==> src/rtl/csr_pkg.sv <==
// Shared definitions for the machine-mode CSR file: addresses, response codes,
// writable-bit masks and the read-channel state encoding.
package csr_pkg;

   localparam logic [11:0] CSR_MSTATUS   = 12'h300;
   localparam logic [11:0] CSR_MISA      = 12'h301;
   localparam logic [11:0] CSR_MIE       = 12'h304;
   localparam logic [11:0] CSR_MTVEC     = 12'h305;
   localparam logic [11:0] CSR_MSCRATCH  = 12'h340;
   localparam logic [11:0] CSR_MEPC      = 12'h341;
   localparam logic [11:0] CSR_MCAUSE    = 12'h342;
   localparam logic [11:0] CSR_MTVAL     = 12'h343;
   localparam logic [11:0] CSR_MIP       = 12'h344;
   localparam logic [11:0] CSR_MCYCLE    = 12'hB00;
   localparam logic [11:0] CSR_MINSTRET  = 12'hB02;
   localparam logic [11:0] CSR_MCYCLEH   = 12'hB80;
   localparam logic [11:0] CSR_MINSTRETH = 12'hB82;
   localparam logic [11:0] CSR_CYCLE     = 12'hC00;
   localparam logic [11:0] CSR_INSTRET   = 12'hC02;
   localparam logic [11:0] CSR_CYCLEH    = 12'hC80;
   localparam logic [11:0] CSR_INSTRETH  = 12'hC82;
   localparam logic [11:0] CSR_MVENDORID = 12'hF11;
   localparam logic [11:0] CSR_MARCHID   = 12'hF12;
   localparam logic [11:0] CSR_MIMPID    = 12'hF13;
   localparam logic [11:0] CSR_MHARTID   = 12'hF14;

   localparam logic [1:0] RRESP_OK      = 2'b00;
   localparam logic [1:0] RRESP_ILLEGAL = 2'b10;

   localparam logic [31:0] MSTATUS_WMASK = 32'h0000_0088;
   localparam logic [31:0] MSTATUS_RO   = 32'h0000_1800;
   localparam logic [31:0] MIE_WMASK     = 32'h0000_0888;

   typedef enum logic [1:0] {
      RD_IDLE  = 2'd0,
      RD_COUNT = 2'd1,
      RD_RESP  = 2'd2,
      RD_HOLD  = 2'd3
   } rd_state_t;

   // The top two address bits equal to 2'b11 mark the read-only CSR space.
   function automatic logic is_read_only(input logic [11:0] addr);
      return (addr[11:10] == 2'b11);
   endfunction

endpackage

==> src/rtl/csr_file_if.sv <==
// CSR read bus between the execute-stage CSR unit (master) and the CSR file (slave).
interface csr_file_if;
   logic [11:0] csrbus_araddr;
   logic        csrbus_arvalid;
   logic [31:0] csrbus_rdata;
   logic [1:0]  csrbus_rresp;
   logic        csrbus_rvalid;

   modport master (
      output csrbus_araddr, csrbus_arvalid,
      input  csrbus_rdata, csrbus_rresp, csrbus_rvalid
   );

   modport slave (
      input  csrbus_araddr, csrbus_arvalid,
      output csrbus_rdata, csrbus_rresp, csrbus_rvalid
   );
endinterface

==> src/rtl/csr_counter64.sv <==
// 64-bit performance counter; a write to either half takes priority over the
// increment in the same cycle, and only increments carry into the high half.
module csr_counter64 (
   input  logic        clk,
   input  logic        reset_n,
   input  logic        i_inc,
   input  logic        i_wr_lo,
   input  logic        i_wr_hi,
   input  logic [31:0] i_wdata,
   output logic [63:0] o_count
);
   logic [63:0] r_count;

   // Counter state: half-writes first, then increment.
   always_ff @(posedge clk or negedge reset_n) begin
      if (!reset_n) begin
         r_count <= 64'd0;
      end else if (i_wr_lo) begin
         r_count[31:0] <= i_wdata;
      end else if (i_wr_hi) begin
         r_count[63:32] <= i_wdata;
      end else if (i_inc) begin
         r_count <= r_count + 64'd1;
      end
   end

   assign o_count = r_count;
endmodule

==> src/rtl/csr_file.sv <==
// Machine-mode CSR file with a latency-programmable read channel and a single-cycle
// write port. Define CSR_COUNTERS_EN to add the 64-bit mcycle/minstret counters.
module csr_file
   import csr_pkg::*;
#(
   parameter int          READ_LATENCY = 1,
   parameter logic [31:0] HART_ID      = 32'd0,
   parameter logic [31:0] MISA_VAL     = 32'h4000_0100
) (
   input  logic        clk,
   input  logic        reset_n,
   csr_file_if.slave   csrbus,
   input  logic [11:0] csr_write_addr,
   input  logic [31:0] csr_write_val,
   input  logic        csr_write_valid,
   input  logic        instret_inc,
   output logic [31:0] mtvec_out,
   output logic [31:0] mepc_out
);
   localparam logic [2:0] LAT_M1 = 3'(READ_LATENCY - 1);

   rd_state_t   r_state;
   logic [2:0]  r_cnt;
   logic [11:0] r_addr;
   logic        r_rvalid;

   logic [31:0] r_mstatus, r_mie, r_mtvec, r_mscratch, r_mepc, r_mcause, r_mtval;

   logic        w_wr_en;
   logic [31:0] w_rd_data;
   logic        w_rd_legal;

   assign w_wr_en = csr_write_valid && !is_read_only(csr_write_addr);

`ifdef CSR_COUNTERS_EN
   logic [63:0] w_mcycle, w_minstret;

   csr_counter64 u_mcycle (
      .clk     (clk),
      .reset_n (reset_n),
      .i_inc   (1'b1),
      .i_wr_lo (w_wr_en && (csr_write_addr == CSR_MCYCLE)),
      .i_wr_hi (w_wr_en && (csr_write_addr == CSR_MCYCLEH)),
      .i_wdata (csr_write_val),
      .o_count (w_mcycle)
   );

   csr_counter64 u_minstret (
      .clk     (clk),
      .reset_n (reset_n),
      .i_inc   (instret_inc),
      .i_wr_lo (w_wr_en && (csr_write_addr == CSR_MINSTRET)),
      .i_wr_hi (w_wr_en && (csr_write_addr == CSR_MINSTRETH)),
      .i_wdata (csr_write_val),
      .o_count (w_minstret)
   );
`else
   logic w_unused_instret;
   assign w_unused_instret = instret_inc;
`endif

   // Architectural register updates from the write port.
   always_ff @(posedge clk or negedge reset_n) begin
      if (!reset_n) begin
         r_mstatus  <= 32'd0;
         r_mie      <= 32'd0;
         r_mtvec    <= 32'd0;
         r_mscratch <= 32'd0;
         r_mepc     <= 32'd0;
         r_mcause   <= 32'd0;
         r_mtval    <= 32'd0;
      end else if (w_wr_en) begin
         case (csr_write_addr)
            CSR_MSTATUS:  r_mstatus  <= csr_write_val & MSTATUS_WMASK;
            CSR_MIE:      r_mie      <= csr_write_val & MIE_WMASK;
            CSR_MTVEC:    r_mtvec    <= {csr_write_val[31:2], 2'b00};
            CSR_MSCRATCH: r_mscratch <= csr_write_val;
            CSR_MEPC:     r_mepc     <= {csr_write_val[31:2], 2'b00};
            CSR_MCAUSE:   r_mcause   <= csr_write_val;
            CSR_MTVAL:    r_mtval    <= csr_write_val;
            default:      ;
         endcase
      end
   end

   // Read mux on the latched address; reflects current register state so a
   // same-cycle write is not yet visible.
   always_comb begin
      w_rd_data  = 32'd0;
      w_rd_legal = 1'b1;
      case (r_addr)
         CSR_MSTATUS:  w_rd_data = r_mstatus | MSTATUS_RO;
         CSR_MISA:     w_rd_data = MISA_VAL;
         CSR_MIE:      w_rd_data = r_mie;
         CSR_MTVEC:    w_rd_data = r_mtvec;
         CSR_MSCRATCH: w_rd_data = r_mscratch;
         CSR_MEPC:     w_rd_data = r_mepc;
         CSR_MCAUSE:   w_rd_data = r_mcause;
         CSR_MTVAL:    w_rd_data = r_mtval;
         CSR_MIP, CSR_MVENDORID, CSR_MARCHID, CSR_MIMPID: w_rd_data = 32'd0;
         CSR_MHARTID:  w_rd_data = HART_ID;
`ifdef CSR_COUNTERS_EN
         CSR_MCYCLE,    CSR_CYCLE:    w_rd_data = w_mcycle[31:0];
         CSR_MCYCLEH,   CSR_CYCLEH:   w_rd_data = w_mcycle[63:32];
         CSR_MINSTRET,  CSR_INSTRET:  w_rd_data = w_minstret[31:0];
         CSR_MINSTRETH, CSR_INSTRETH: w_rd_data = w_minstret[63:32];
`endif
         default: begin
            w_rd_data  = 32'd0;
            w_rd_legal = 1'b0;
         end
      endcase
   end

   // Read channel FSM; a dropped arvalid before the response aborts silently.
   always_ff @(posedge clk or negedge reset_n) begin
      if (!reset_n) begin
         r_state  <= RD_IDLE;
         r_cnt    <= 3'd0;
         r_addr   <= 12'd0;
         r_rvalid <= 1'b0;
      end else begin
         r_rvalid <= 1'b0;
         case (r_state)
            RD_IDLE: begin
               if (csrbus.csrbus_arvalid) begin
                  r_addr <= csrbus.csrbus_araddr;
                  r_cnt  <= LAT_M1;
                  if (LAT_M1 == 3'd0) begin
                     r_state  <= RD_RESP;
                     r_rvalid <= 1'b1;
                  end else begin
                     r_state <= RD_COUNT;
                  end
               end
            end
            RD_COUNT: begin
               if (!csrbus.csrbus_arvalid) begin
                  r_state <= RD_IDLE;
               end else if (r_cnt == 3'd1) begin
                  r_cnt    <= 3'd0;
                  r_state  <= RD_RESP;
                  r_rvalid <= 1'b1;
               end else begin
                  r_cnt <= r_cnt - 3'd1;
               end
            end
            RD_RESP: r_state <= RD_HOLD;
            RD_HOLD: begin
               if (!csrbus.csrbus_arvalid) begin
                  r_state <= RD_IDLE;
               end
            end
            default: r_state <= RD_IDLE;
         endcase
      end
   end

   assign csrbus.csrbus_rvalid = r_rvalid;
   assign csrbus.csrbus_rdata  = r_rvalid ? w_rd_data : 32'd0;
   assign csrbus.csrbus_rresp  = !r_rvalid ? 2'b00 : (w_rd_legal ? RRESP_OK : RRESP_ILLEGAL);
   assign mtvec_out            = r_mtvec;
   assign mepc_out             = r_mepc;
endmodule

==> src/flat_wrapper.sv <==
// flat-port wrapper written by rule: the top's interface ports become plain ports
module csr_file_flat import csr_pkg::*;
#(
   parameter int          READ_LATENCY = 1,
   parameter logic [31:0] HART_ID      = 32'd0,
   parameter logic [31:0] MISA_VAL     = 32'h4000_0100
)
  (clk, reset_n, csr_write_addr, csr_write_val, csr_write_valid, instret_inc, mtvec_out, mepc_out, csrbus_csrbus_araddr, csrbus_csrbus_arvalid, csrbus_csrbus_rdata, csrbus_csrbus_rresp, csrbus_csrbus_rvalid);
  csr_file_if csrbus_i ();
  input  logic clk;
  input  logic reset_n;
  input  logic [11:0] csr_write_addr;
  input  logic [31:0] csr_write_val;
  input  logic csr_write_valid;
  input  logic instret_inc;
  output logic [31:0] mtvec_out;
  output logic [31:0] mepc_out;
  input wire logic [$bits(csrbus_i.csrbus_araddr)-1:0] csrbus_csrbus_araddr;
  input wire logic [$bits(csrbus_i.csrbus_arvalid)-1:0] csrbus_csrbus_arvalid;
  output wire logic [$bits(csrbus_i.csrbus_rdata)-1:0] csrbus_csrbus_rdata;
  output wire logic [$bits(csrbus_i.csrbus_rresp)-1:0] csrbus_csrbus_rresp;
  output wire logic [$bits(csrbus_i.csrbus_rvalid)-1:0] csrbus_csrbus_rvalid;
  assign csrbus_i.csrbus_araddr = csrbus_csrbus_araddr;
  assign csrbus_i.csrbus_arvalid = csrbus_csrbus_arvalid;
  assign csrbus_csrbus_rdata = csrbus_i.csrbus_rdata;
  assign csrbus_csrbus_rresp = csrbus_i.csrbus_rresp;
  assign csrbus_csrbus_rvalid = csrbus_i.csrbus_rvalid;
  csr_file #(.READ_LATENCY(READ_LATENCY), .HART_ID(HART_ID), .MISA_VAL(MISA_VAL)) u_core (.clk(clk), .reset_n(reset_n), .csrbus(csrbus_i), .csr_write_addr(csr_write_addr), .csr_write_val(csr_write_val), .csr_write_valid(csr_write_valid), .instret_inc(instret_inc), .mtvec_out(mtvec_out), .mepc_out(mepc_out));
endmodule
==> config.mk <==
export PLATFORM = sky130hd
export DESIGN_NAME = csr_file_flat
export DESIGN_NICKNAME = d
export VERILOG_FILES = /design/src/rtl/csr_pkg.sv /design/src/rtl/csr_file_if.sv /design/src/rtl/csr_counter64.sv /design/src/rtl/csr_file.sv /design/src/flat_wrapper.sv
export SDC_FILE = /design/constraint.sdc
export NUM_CORES = 1
export LEC_CHECK = 0
export CORE_MARGIN = 2
export CORE_UTILIZATION = 55
export DETAILED_ROUTE_END_ITERATION = 6
export PLACE_DENSITY = 0.85
export SLEW_MARGIN = 10
export SYNTH_ARGS = -nofsm -noshare
export SYNTH_HDL_FRONTEND = slang
export SYNTH_SLANG_ARGS = --single-unit
==> constraint.sdc <==
create_clock -name clk -period 3.65 [get_ports clk]
set_input_delay 0.9125 -clock clk [delete_from_list [all_inputs] [get_ports clk]]
set_output_delay 0.9125 -clock clk [all_outputs]
set_load 0.1 [all_outputs]
-- Word level (Yosys, flattened, before mapping)
Index checks and enable logic that the tools add are counted.
- bits in registers: 179
- input port bits: 61
- output and inout port bits: 99
- logic and storage cells: 74
- $add $sub $neg: 1
- equal/unequal tests: 29
- muxes and demuxes: 18
- reduce and logical (&&, ||, !) cells: 15
- operators by type and width (cell ; number):
    32-bit one-hot mux with 8 select lines ; 1
    12-bit by 10-bit == test with 1-bit output, second input constant ; 16
    12-bit == test, second input constant ; 4
    32-bit 2-to-1 mux ; 1
    2-bit AND reduction ; 8
    13-bit OR reduction ; 1
    2-bit 2-to-1 mux ; 6
    3-bit 2-to-1 mux ; 3
    2-bit one-hot mux with 4 select lines ; 1
    2-bit == test, second input constant ; 3
    2-bit != test, second input constant ; 3
    3-bit one-hot mux with 2 select lines ; 1
    3-bit AND reduction ; 2
    1-bit 2-to-1 mux ; 4
    3-bit by 1-bit == test with 1-bit output, second input constant ; 1
    3-bit by 2-bit != test with 1-bit output, second input constant ; 1
    3-bit by 1-bit subtractor with 3-bit output, second input constant ; 1
    2-bit by 1-bit == test with 1-bit output, second input constant ; 1
    2-bit zero test ; 1
    1-bit one-hot mux with 2 select lines ; 1
    2-bit nonzero test ; 1
    1-bit logical AND ; 1
    1-bit zero test ; 1

-- Depth between registers and ports, before layout
- word-level depth: 5
- gate-level depth with buffers: 7
- gate-level depth less buffers: 6

-- Least setup slack after synthesis
Ideal clock, no wire load.
- path type: register -> output
- from: register u_core.r_addr[0]
- to: output port csrbus_csrbus_rdata[12]
- arrival time: 3.599 ns
- slack: -0.862 ns
- stages on the path, launching flop included: 8
- path buffers: 3
- cells stage by stage: dfrtp_1 -> clkbuf_1 -> buf_1 -> clkbuf_1 -> nand3_1 -> o21ai_0 -> a21oi_1 -> a211oi_1
- cells in the longest elaborated chain, start to end: 3
- elaborated cells on any way between the ends: 10
- classes of those cells: eq/ne: 8; mux: 2
- ends and longest elaborated chain (element ; RTL line ; text):
    from (decl) ; csr_file.sv:24 ; logic [11:0] r_addr;
    from (signal assigned) ; csr_file.sv:127 ; r_addr <= csrbus.csrbus_araddr;
    12-bit by 10-bit == test with 1-bit output ; csr_file.sv:91 ; case (r_addr)
    32-bit one-hot mux with 8 select lines * ; csr_file.sv:91 ;
    32-bit 2-to-1 mux * ; csr_file.sv:160 ; assign csrbus.csrbus_rdata = r_rvalid ? w_rd_data : 32'd0;
    to (decl) ; flat_wrapper.sv:20 ; output wire logic [$bits(csrbus_i.csrbus_rdata)-1:0] csrbus_csrbus_rdata;
Every way passes the cells marked *; elsewhere a longest branch is shown, timed or not.

-- Worst setup path after layout
- from: register u_core.r_addr[3]
- to: output port csrbus_csrbus_rdata[21]
Same word-level chain as after synthesis.

==> metrics.md <==
| Metric | Value |
|---|---|
| EDFF count, synth | `0` |
| Antenna-violating nets left | `0` |
| CTS buffer count | `17` |
| Boundary Pins | `160` |
| Yosys cell types | `48` |
| Register-to-Register Setup Slack | `2180 ps` |
| Final number of max-transition violations | `0` |
| Setup repair after global routing missed its margin | `no` |
| Core box area | `~14000 µm²` |
| Crit-path slowest cell | `sky130_fd_sc_hd__dfrtp_1` |
| Buffer depth of the longest clock path | `2` |
| Initial antenna violation count | `0` |
| Synthesis Warnings | `0` |
| Hold Violations, Final | `0` |
| Crit path kind | `flip-flop to primary output` |
| Synth Cell Area | `between 8000 and 9000 µm²` |
| Worst hold slack across all endpoints | `about 440 ps` |
| Async set or reset register ratio after synthesis | `1.00` |
| Fin nets | `804` |
| Measured slew at the worst slew-check pin | `approximately 1000 ps` |
| Post-detailed-route DRC marker count | `0` |
| Final-layout fill cell count | `about 890` |
| Largest area contributor in the netlist | `sky130_fd_sc_hd__dfrtp_1` |
| Mapped Cells | `roughly 590` |
| Clock-pin slew on the worst setup and hold paths | `roughly 60 ps` |
| Nature of the critical path startpoint | `flip-flop` |
| Placement Rows | `44` |
| Via count of the first global-routing pass | `6372` |
| Ratio of cells with drive above 1 in the final layout | `0.408` |
| Path length in cells of the critical path | `7` |
| Clock tree from TritonCTS | `yes` |
| Maximum cell stage delay along the critical path | `approximately 640 ps` |
| Avg Vias per Cell | `6.18` |
| Dpl hpwl | `~13 mm` |
| Overall Power | `roughly 5.2 mW` |
| Fin util | `0.752` |
| Ratio of total power to cell area | `between 400 and 500 nW/µm²` |
| Clock sink total | `about 180` |
| Synthesis-stage register bit count | `179` |
| Instance area after placement | `10100 µm²` |
| Number of maximum-capacitance violations | `0` |
| Starting utilization of the core area | `0.560` |
| F_max | `about 290 MHz` |
| Synth-to-Final Area Change | `34.1%` |
| Die width | `125 µm` |
| Synth area leaders | `sky130_fd_sc_hd__dfrtp_1, sky130_fd_sc_hd__mux2_2, sky130_fd_sc_hd__a22o_1` |
| Die Y | `between 100 and 150 µm` |
| Antenna cells | `0` |
| Area used by multi-input combinational logic | `around 3500 µm²` |
| Reg2Reg Depth | `5` |
| Post-route standard cell area excluding fillers | `10800 µm²` |
| Total via count in the routed design | `a little under 6000` |
| Number of I/O port buffers | `about 150` |
| Worst reg2reg startpoint | `u_core.r_state[1]` |
| Leak | `5.07 nW` |
| CP Buf/Inv Count | `3` |
| Capturing point of the worst reg2reg path | `u_core.r_addr[6]` |
| Highest net fanout along the worst path | `26` |
| Ratio of final minimum period to clock period | `0.953` |
| Setup violators final | `0` |
| Clock root buffer | `sky130_fd_sc_hd__clkbuf_16` |
| Crit-path leading delay family | `flip-flops` |
| Mean routed wirelength per cell | `between 20 and 25 µm` |
| Final global-route overflow total | `0` |
| Worst voltage drop across the vdd grid | `around 0.38 mV` |
| Path category of the worst min-delay check | `input pin to async pin` |
| Seq. cell area | `roughly 4500 µm²` |
| Detailed Route Iter0 Violations | `between 300 and 400` |
| Min cycle time layout | `~3500 ps` |
| Headroom to the max-slew limit | `0.331` |
| Yosys top cell area share | `0.554` |
| Dominant synthesized flop cell | `sky130_fd_sc_hd__dfrtp_1` |
| Mean area per synthesized cell | `roughly 14 µm²` |
| Result of the run | `complete, no violations` |
| Final wirelength | `20.6 mm` |
| H-tree level count | `4` |
| Worst EP required | `2740 ps` |
| Maximum clock skew at final layout | `4.09 ps` |
| Crit end category | `primary output` |
| Largest net degree at the start of global routing | `78` |
| Arr. time, crit path | `roughly 2600 ps` |
| GP Congestion | `around 0.85` |
| Crit-path cells | `nor3_1, buf_4, and2_1, buf_6, a221oi_1, o2bb2ai_1, buf_12` |
| Detailed-router iteration count before antenna repair | `6` |
| Gr usage total | `0.272` |
| Share of the yosys chip area belonging to registers | `0.554` |
| First-pass GRT wire length | `33.4 mm` |
| Clk Latency, worst-skew pair | `approximately 430 ps` |
| Die outline area | `approximately 16000 µm²` |
[worst max path at each step]
stage,from,endpoint,slack (ps)
floorplan,u_core.r_addr[3],csrbus_csrbus_rdata[15],-460
detailed placement,u_core.r_addr[5],csrbus_csrbus_rdata[22],450
CTS,u_core.r_addr[0],csrbus_csrbus_rdata[22],40
finish,u_core.r_addr[3],csrbus_csrbus_rdata[21],170
global placement,csr_write_addr[3],u_core.r_mie[11],540
global route,u_core.r_addr[3],csrbus_csrbus_rdata[22],50
[cells in the mapped netlist (6+ instances only)]
cell type                     n
sky130_fd_sc_hd__dfrtp_1    179
sky130_fd_sc_hd__mux2_2     174
sky130_fd_sc_hd__clkbuf_1    30
sky130_fd_sc_hd__a22o_1      27
sky130_fd_sc_hd__a221oi_1    26
sky130_fd_sc_hd__o2bb2ai_1   24
sky130_fd_sc_hd__o21ai_0     10
sky130_fd_sc_hd__inv_1        9
sky130_fd_sc_hd__buf_2        8
sky130_fd_sc_hd__mux2i_1      8
sky130_fd_sc_hd__nor2_1       8
sky130_fd_sc_hd__nand2_1      7
sky130_fd_sc_hd__nand4_1      7
sky130_fd_sc_hd__nor4bb_1     6
[logic make-up (layout without fill, tap and decap cells)]
logic type	count (synthesis)	in the layout	share of synthesized area
AND/OR/NAND/NOR	65	65	0.0530
AO/OA/AOI/OAI	108	108	0.108
adder cells (fa/ha/maj)	2	2	0.00310
XOR/XNOR	1	1	0.00108
multiplexers	182	182	0.252
other	1	5	0.000464
flip-flops	179	179	0.554
buffers and inverters	53	212	0.0282
[cells in the final DEF, fill, tap and decap left out, types with 4 or more instances in the layout]
master,Yosys,routed
sky130_fd_sc_hd__conb_1,1,5
sky130_fd_sc_hd__buf_12,0,33
sky130_fd_sc_hd__nor2b_1,4,4
sky130_fd_sc_hd__buf_4,5,48
sky130_fd_sc_hd__nor3_1,5,5
sky130_fd_sc_hd__nand4_1,7,7
sky130_fd_sc_hd__nor4bb_1,6,4
sky130_fd_sc_hd__a221oi_1,26,26
sky130_fd_sc_hd__o2bb2ai_2,0,4
sky130_fd_sc_hd__nand2_1,7,7
sky130_fd_sc_hd__o21ai_0,10,10
sky130_fd_sc_hd__o2bb2ai_1,24,20
sky130_fd_sc_hd__mux2_2,174,174
sky130_fd_sc_hd__mux2i_1,8,8
sky130_fd_sc_hd__dfrtp_1,179,177
sky130_fd_sc_hd__inv_1,9,9
sky130_fd_sc_hd__bufinv_16,0,5
sky130_fd_sc_hd__nand3_1,4,4
sky130_fd_sc_hd__a21oi_1,4,4
sky130_fd_sc_hd__a22oi_1,4,4
sky130_fd_sc_hd__clkbuf_16,0,17
sky130_fd_sc_hd__nor2_1,8,8
sky130_fd_sc_hd__a22o_1,27,27
sky130_fd_sc_hd__clkdlybuf4s50_1,0,88
[flip-flops by register name, indices dropped and copies added (netlist names)]
name / flops
u_core.mtvec_out: 30
u_core.csrbus.csrbus_rvalid: 1
u_core.r_mscratch: 32
u_core.r_state: 2
u_core.r_mtval: 32
u_core.r_mcause: 32
u_core.r_addr: 12
u_core.r_mie: 3
u_core.mepc_out: 30
u_core.r_mstatus: 2
u_core.r_cnt: 3
[layout make-up]
cell class | count | area share
repair buffers | 171 | 0.178
clock buffers | 19 | 0.0418
flip-flops and latches | 179 | 0.413
well taps | 184 | 0.0212
multi-input cells | 363 | 0.323
clock inverters | 13 | 0.0202
inverters | 9 | 0.00312
[power breakdown]
part           total [mW]  internal [mW]  switching (mW)
registers            2.29           2.09           0.204
clock network        2.05           1.26           0.788
logic               0.871          0.348           0.523
total                5.22           3.70            1.51
[routing by layer]
metal	track usage	up-vias	share of wire
li1	-	2557	-
met1	0.328	2985	0.41
met2	0.470	214	0.51
met3	0.0732	40	0.057
met4	0.101	0	0.020
met5	0	-	0
[per-stage QoR]
step	setup slack (ps)	cells	setup TNS, ps
after detailed placement	451	906	0
after floorplan	-463	595	-8610
after global placement	540	906	0
after CTS	37.2	938	0
final	170	938	0
after global routing	50.0	938	0
[timing repair]
| action | CTS | global route |
|---|---|---|
| buffers inserted | 0 | 0 |
| gates cloned | 0 | 0 |
| gates resized for setup | 1 | 4 |
| hold buffers | 0 | 0 |
| hold endpoints to repair | 0 | 0 |
| endpoints found under the setup margin | 14 | 26 |
(Power assumes the default switching activity.)
